### config.mk
export PLATFORM = sky130hd
export DESIGN_NAME = kamacore_pipeline_ctrl
export DESIGN_NICKNAME = d
export VERILOG_FILES = /design/src/rtl/kamacore_pipeline_ctrl.sv
export SDC_FILE = /design/constraint.sdc
export NUM_CORES = 1
export LEC_CHECK = 0
export ABC_CLOCK_PERIOD_IN_PS = 1800
export CORE_MARGIN = 3
export CORE_UTILIZATION = 27
export DETAILED_ROUTE_END_ITERATION = 10
export PLACE_DENSITY = 0.87
export SLEW_MARGIN = 10
export SYNTH_ARGS = -nofsm -noshare
export SYNTH_HDL_FRONTEND = slang
export SYNTH_SLANG_ARGS = --single-unit
### constraint.sdc
create_clock -name clk -period 1.8 [get_ports clk]
set_clock_uncertainty 0.2 [all_clocks]
set_input_delay 0.36 -clock clk [delete_from_list [all_inputs] [get_ports clk]]
set_output_delay 0.36 -clock clk [all_outputs]
set_load 0.005 [all_outputs]
### src/rtl/kamacore_pipeline_ctrl.sv
// Hazard / pipeline-control unit: load-use, EX/MEM busy stalls and branch redirects.
// Optional perf counters enabled by defining KAMACORE_PIPE_PERF_CNT_EN.
module kamacore_pipeline_ctrl #(
  parameter int NUM_STAGES       = 5,
  parameter int EX_STAGE         = 2,
  parameter int MEM_STAGE        = 3,
  parameter int LOAD_USE_PENALTY = 1,
  parameter int REG_ADDR_WIDTH   = 5,
  parameter int CNT_WIDTH        = 32
) (
  input  logic                      clk,
  input  logic                      rst,
  input  logic [REG_ADDR_WIDTH-1:0] id_rs1_a,
  input  logic [REG_ADDR_WIDTH-1:0] id_rs2_a,
  input  logic                      id_rs1_used,
  input  logic                      id_rs2_used,
  input  logic [REG_ADDR_WIDTH-1:0] ex_rd_a,
  input  logic                      ex_rd_we,
  input  logic                      ex_is_load,
  input  logic                      ex_busy,
  input  logic                      mem_busy,
  input  logic                      branch_taken,
  output logic                      pc_hold,
  output logic [NUM_STAGES-2:0]     hold,
  output logic [NUM_STAGES-2:0]     flush,
  output logic                      redirect_accept,
  output logic [CNT_WIDTH-1:0]      stall_cycles,
  output logic [CNT_WIDTH-1:0]      flush_count
);

  localparam int NR = NUM_STAGES - 1;
  localparam logic [2:0] LU_INIT = 3'(LOAD_USE_PENALTY - 1);

  typedef enum logic {RUN, LU_STALL} state_t;

  state_t     state;
  logic [2:0] lu_cnt;
  logic       lu_hit;
  logic       any_busy;
  logic       redir;
  logic       id_stall;

  // Bits 0..s-1 set: registers upstream of stage s.
  function automatic logic [NR-1:0] below_mask(input int s);
    logic [NR-1:0] m;
    m = '0;
    for (int k = 0; k < NR; k++)
      if (k < s) m[k] = 1'b1;
    return m;
  endfunction

  function automatic logic [NR-1:0] at_mask(input int s);
    logic [NR-1:0] m;
    m = '0;
    for (int k = 0; k < NR; k++)
      if (k == s) m[k] = 1'b1;
    return m;
  endfunction

  always_comb begin
    lu_hit   = ex_is_load && ex_rd_we && (ex_rd_a != '0) &&
               ((id_rs1_used && (id_rs1_a == ex_rd_a)) ||
                (id_rs2_used && (id_rs2_a == ex_rd_a)));
    any_busy = mem_busy || ex_busy;
    redir    = !any_busy && branch_taken;
    // LU_STALL keeps stalling ID without re-checking the dependency
    id_stall = !any_busy && !branch_taken && ((state == LU_STALL) || lu_hit);
  end

  always_comb begin
    pc_hold         = 1'b0;
    hold            = '0;
    flush           = '0;
    redirect_accept = 1'b0;
    if (rst) begin
      pc_hold = 1'b1;
      flush   = '1;
    end else if (mem_busy) begin
      pc_hold = 1'b1;
      hold    = below_mask(MEM_STAGE);
      flush   = at_mask(MEM_STAGE);
    end else if (ex_busy) begin
      pc_hold = 1'b1;
      hold    = below_mask(EX_STAGE);
      flush   = at_mask(EX_STAGE);
    end else if (redir) begin
      redirect_accept = 1'b1;
      flush           = below_mask(EX_STAGE);
    end else if (id_stall) begin
      pc_hold = 1'b1;
      hold    = below_mask(1);
      flush   = at_mask(1);
    end
  end

  always_ff @(posedge clk) begin
    if (rst) begin
      state  <= RUN;
      lu_cnt <= 3'd0;
    end else begin
      case (state)
        RUN: begin
          if (id_stall && (LOAD_USE_PENALTY > 1)) begin
            state  <= LU_STALL;
            lu_cnt <= LU_INIT;
          end
        end
        LU_STALL: begin
          if (redir) begin
            state  <= RUN;
            lu_cnt <= 3'd0;
          end else if (id_stall) begin
            if (lu_cnt == 3'd1) state <= RUN;
            lu_cnt <= lu_cnt - 3'd1;
          end
        end
        default: begin
          state  <= RUN;
          lu_cnt <= 3'd0;
        end
      endcase
    end
  end

`ifdef KAMACORE_PIPE_PERF_CNT_EN
  logic [CNT_WIDTH-1:0] stall_cnt_q;
  logic [CNT_WIDTH-1:0] flush_cnt_q;

  always_ff @(posedge clk) begin
    if (rst) begin
      stall_cnt_q <= '0;
      flush_cnt_q <= '0;
    end else begin
      if (pc_hold)         stall_cnt_q <= stall_cnt_q + 1'b1;
      if (redirect_accept) flush_cnt_q <= flush_cnt_q + 1'b1;
    end
  end

  assign stall_cycles = stall_cnt_q;
  assign flush_count  = flush_cnt_q;
`else
  assign stall_cycles = '0;
  assign flush_count  = '0;
`endif

endmodule

# --- Yosys cells after proc, flatten, opt, wreduce, memory -nomap -nowiden ---
# Index checks and enable logic that the tools add are counted.
totals:
  ff_bits: 4
  input_bits: 24
  out_inout_bits: 74
  wordCells: 47
op_classes:
  n_addsub: 1
  eq_ne: 3
  mux: 23
  bitwise_logic: 1
  n_reduce_logical: 17
ops:
  columns: ["cell", "count"]
  rows:
  - ["two-way mux 3 bit", 5]
  - ["two-way mux 1 bit", 13]
  - ["equality test 5 bit", 2]
  - ["logical AND 1 bit", 8]
  - ["two-way mux 4 bit", 2]
  - ["two-way mux 2 bit", 3]
  - ["nonzero test 5 bit", 1]
  - ["equality test 3 x 1 -> 1 bit (second input constant)", 1]
  - ["logical OR 1 bit", 3]
  - ["OR reduction 3 bit", 1]
  - ["subtractor 3 x 1 -> 3 bit (second input constant)", 1]
  - ["logical NOT 1 bit", 2]
  - ["AND reduction 2 bit", 1]
  - ["nonzero test 2 bit", 1]
  - ["NOT 1 bit", 1]

# --- Longest topological paths before layout ---
logic_depth:
  depth_word: 11
  depth_mapped: 5
  ltp_nobuf: 5

# --- Worst setup path after synthesis ---
# OpenSTA, ideal clock, no wires.
synth_path:
  path_kind: "in2out"
  from: "input port ex_rd_a[3]"
  to: "output port flush[1]"
  arrival_ns: 1.285
  required_ns: 1.240
  setup_slack_ns: -0.045
  cell_stages: 4
  path_buffers: 0
  cell_sequence: "xor2_1 -> nor4_2 -> a32oi_1 -> o41ai_1"
synth_via:
  elab_chain_cells: 11
  elab_cells_between_ends: 15
  cone_classes: "eq/ne (2); mux (5); reduce/logical (8)"
synth_rtl:
  columns: ["element", "line_no", "rtl"]
  rows:
  - ["from (decl)", "17", "input logic [REG_ADDR_WIDTH-1:0] ex_rd_a,"]
  - ["equality test 5 bit, on equally long branches", "62, 63", null]
  - ["logical AND 1 bit, on equally long branches", "62, 63", null]
  - ["logical OR 1 bit", "62", "((id_rs1_used && (id_rs1_a == ex_rd_a)) ||"]
  - ["logical AND 1 bit (*)", "61", "lu_hit = ex_is_load && ex_rd_we && (ex_rd_a != '0) &&"]
  - ["logical OR 1 bit (*)", "67", "id_stall = !any_busy && !branch_taken && ((state == LU_STALL) || lu_hit);"]
  - ["logical AND 1 bit (*)", "67", null]
  - ["two-way mux 2 bit (*)", "89", "end else if (id_stall) begin"]
  - ["two-way mux 2 bit (*)", "86", "end else if (redir) begin"]
  - ["two-way mux 3 bit (*)", "82", "end else if (ex_busy) begin"]
  - ["two-way mux 4 bit (*)", "78", "end else if (mem_busy) begin"]
  - ["two-way mux 4 bit (*)", "75", "if (rst) begin"]
  - ["to (decl)", "25", "output logic [NUM_STAGES-2:0] flush,"]
# Every way passes the cells marked *; elsewhere a longest branch is shown, timed or not.

# --- Final worst setup path ---
layout_path:
  from: "input port ex_rd_a[1]"
  to: "output port pc_hold"
layout_via:
  elab_chain_cells: 11
  elab_cells_between_ends: 15
  cone_classes: "eq/ne (2); mux (5); reduce/logical (8)"
layout_rtl:
  columns: ["element", "line_no", "rtl"]
  rows:
  - ["equality test 5 bit, on equally long branches", "62, 63", null]
  - ["logical AND 1 bit, on equally long branches", "62, 63", null]
  - ["logical OR 1 bit", "62", null]
  - ["logical AND 1 bit (*)", "61", null]
  - ["logical OR 1 bit (*)", "67", null]
  - ["logical AND 1 bit (*)", "67", null]
  - ["two-way mux 1 bit (*)", "89", null]
  - ["two-way mux 1 bit (*)", "86", null]
  - ["two-way mux 1 bit (*)", "82", null]
  - ["two-way mux 1 bit (*)", "78", null]
  - ["two-way mux 1 bit (*)", "75", null]
  - ["to (decl)", "23", "output logic pc_hold,"]
# Marks and branches as above.

==> impl_metrics.yaml <==
synth:
  synth_flop_cell: "dfxtp_1"
  synthCells: 126
  ys_types: 28
  yosysSeqAreaShare_pct: 8.56
  syn_area_um2: 936
  yosys.area.top_type: "buf_4"
  synth_common_cells: "65 x buf_4, 8 x xor2_1, 6 x a21oi_1"
  yosysMostFrequentCell: "buf_4"
  async_flop_share_pct: 0
  ys_ff_latch: 4
  synth_area_leaders: "buf_4 52%, dfxtp_1 8.6%, xor2_1 7.5%"
  synth_top_area_share_pct: 52.1
  avgSynthCellArea_um2: 7.43
  synth-edff-count: 0
  synth_warnings: 0
clock_network:
  clk_pin_slew_ns: 0.04
  tritoncts: "built"
  clk_path_buf_depth: 2
  clockRootBuffer: "clkbuf_4"
  cts.htree.levels: 1
  cts.sinks: 4
  numCtsBuffers: 3
  clkLatencyLatePin_ns: 0.23
setup_path:
  crit_fanout: 3
  cp-startpoint: "ex_rd_a[1]"
  cp.required_ns: 1.24
  start_kind: "input pin"
  cp_slowest_stage_delay_ns: 0.54
  crit_type: "in2out"
  path_cells: "buf_8, or4_4, o21ai_4, o221ai_1, buf_2"
  slowest_stage: "or4_4"
  crit_arrival_ns: 1.47
  crit-reg2reg-launch: "lu_cnt[0]"
  end_kind: "output pin"
route:
  drt_iter0_drc: 5
  ant_nets: 0
  drtPass1Iterations: 3
  drt-vias-per-instance: 3.46
  dr_total_vias: 736
  wl_mm: 2.02
  drcViolationCount: 0
  wire_per_inst_um: 9.47
die:
  die_area_um2: 4210
  fp.coreArea_um2: 3180
  rows: 20
  die_height_um: 64.9
  start_util_pct: 29.4
  die_w_um: 64.9
  ios: 98
placed_design:
  placement.io_buffers: 32
  dp.cells: 209
  place_congestion: 0.745
  hpwl_mm: 1.80
sta:
  timing.final.max_slew_violations: 0
  rsz0062_at_grt: "true"
  finalSetupViolCount: 3
  min_period_ns: 2.03
  fin_ws_ns: -0.232
  fmax_mhz: 492
  period_share_pct: 113
  hold_viol_final: 0
global_route:
  grt_pass1_wl_mm: 3.04
  gr-usage-all-layers_pct: 8.98
  grt_max_degree: 10
  grt.overflow.total: 0
  grt_pass1_vias: 694
  antenna_found_initial: 0
power_and_ir_drop:
  intPower_mw: 0.246
  switching_share_pct: 34.1
  combPwrFrac_pct: 47.6
  p_leak_nw: 0.628
  vdd_drop_max_v: 0.000124
  p_per_area_nw_per_um2: 318
  p_sw_mw: 0.127
  seq_power_share_pct: 23.9
  pwr-share-clk_pct: 28.6
  p_total_mw: 0.373
outcome:
  violations: "negative setup slack"
  outcome: "finished with violations"
run:
  maxCapViolCount: 0
cells_and_area:
  finalNonFillerCells: 213
  drive_gt1_share_pct: 30.2
  area_delta_synth_final_pct: 25.5
  final_nets: 197
  nFillCells: 369
  antenna_cells: 0
min_path:
  hold_class: "reg2reg"
  worstHoldStart: "lu_cnt[1]"
## stage by stage
| stage | setup slack [ns] | hold slack (ns) | TNS (ns) | cell area [um2] | util, % |
|---|---|---|---|---|---|
| finish | -0.232 | 0.259 | -0.641 | 1170 | 37.0 |
| global route | -0.327 | 0.317 | -0.952 | 1170 | 37.0 |
| CTS | -0.236 | 0.262 | -1.45 | 1160 | 36.5 |
| detailed placement | -1.09 | 0.257 | -7.38 | 1140 | 35.8 |
| global placement | -1.03 | 0.243 | -7.27 | 1140 | 35.8 |
| floorplan | 0.00300 | 0.232 | 0 | 1180 | - |
## flip-flops by register name, summed over array words and instances, names as in the netlist
name,flops
state,1
lu_cnt,3
## final cells by class
class | instances | area (um2) | share of cell area, %
Multi-Input combinational cell | 114 | 648 | 55.2
Tap cell | 44 | 55.1 | 4.69
Clock buffer | 3 | 22.5 | 1.92
Inverter | 5 | 18.8 | 1.60
Timing Repair Buffer | 43 | 350 | 29.8
Sequential cell | 4 | 80.1 | 6.82
## power groups by stage
stage	sequential, mW	combinational (mW)	clock, mW
3_3_place_gp	0.0905	0.176	0
3_5_place_dp	0.0905	0.178	0
6_report	0.0892	0.178	0.107
2_1_floorplan	0.0905	0.177	0
5_1_grt	0.0890	0.198	0.117
4_1_cts	0.0891	0.171	0.114
## repair_timing
item,CTS,global route
gates resized for setup,84,18
setup buffers,1,0
pin swaps,16,3
setup endpoints to repair,12,10
hold buffers,0,0
## metal layers
layer  vias to the layer above  part of all wire [%]  track usage [%]
li1                        361                     -                -
met1                       321                    31             9.76
met2                        52                    56             16.2
met3                         2                    12             1.39
met4                         0                  0.94             5.28
met5                         -                     0                0
## kinds of logic after synthesis
| group | after synthesis | synth area share (%) |
|---|---|---|
| xor+xnor | 10 | 9.36 |
| simple gates | 23 | 14.3 |
| flops | 4 | 8.56 |
| fa+ha+maj | 2 | 2.67 |
| buf+inv | 72 | 54.9 |
| compound gates | 14 | 9.76 |
| other cells | 1 | 0.401 |
## cell usage in the layout (no fill, tap or decap), drive strengths merged
master         count
or4                1
a21oi              6
or2                2
a32oi              1
clkdlybuf4s50      4
clkdlybuf4s15      2
ha                 2
nor2               6
nor4               2
o21ai              2
inv                5
xor2               8
o31ai              1
o221ai             1
nand2              4
dfxtp              4
and2               2
nor3               3
xnor2              2
clkbuf             5
or4b               1
dlygate4sd2        6
o41ai              1
conb              65
dlymetal6s2s       3
a21o               2
buf               26
or3                2
## worst max-delay path: cells and delay by family
kind,cells,cell delay (ns)
and+or+nand+nor,1,0.54
AOI/OAI and AO/OA,2,0.31
buffers and inverters,2,0.25
## worst paths after layout
path / to / cells after the start / slack (ns)
worst max register to register: lu_cnt[1] / 4 / 0.25
worst max-delay path: pc_hold / 5 / -0.23
worst min register to register: lu_cnt[1] / 2 / 0.26
worst min-delay path: lu_cnt[1] / 2 / 0.26
(Power assumes the default switching activity.)
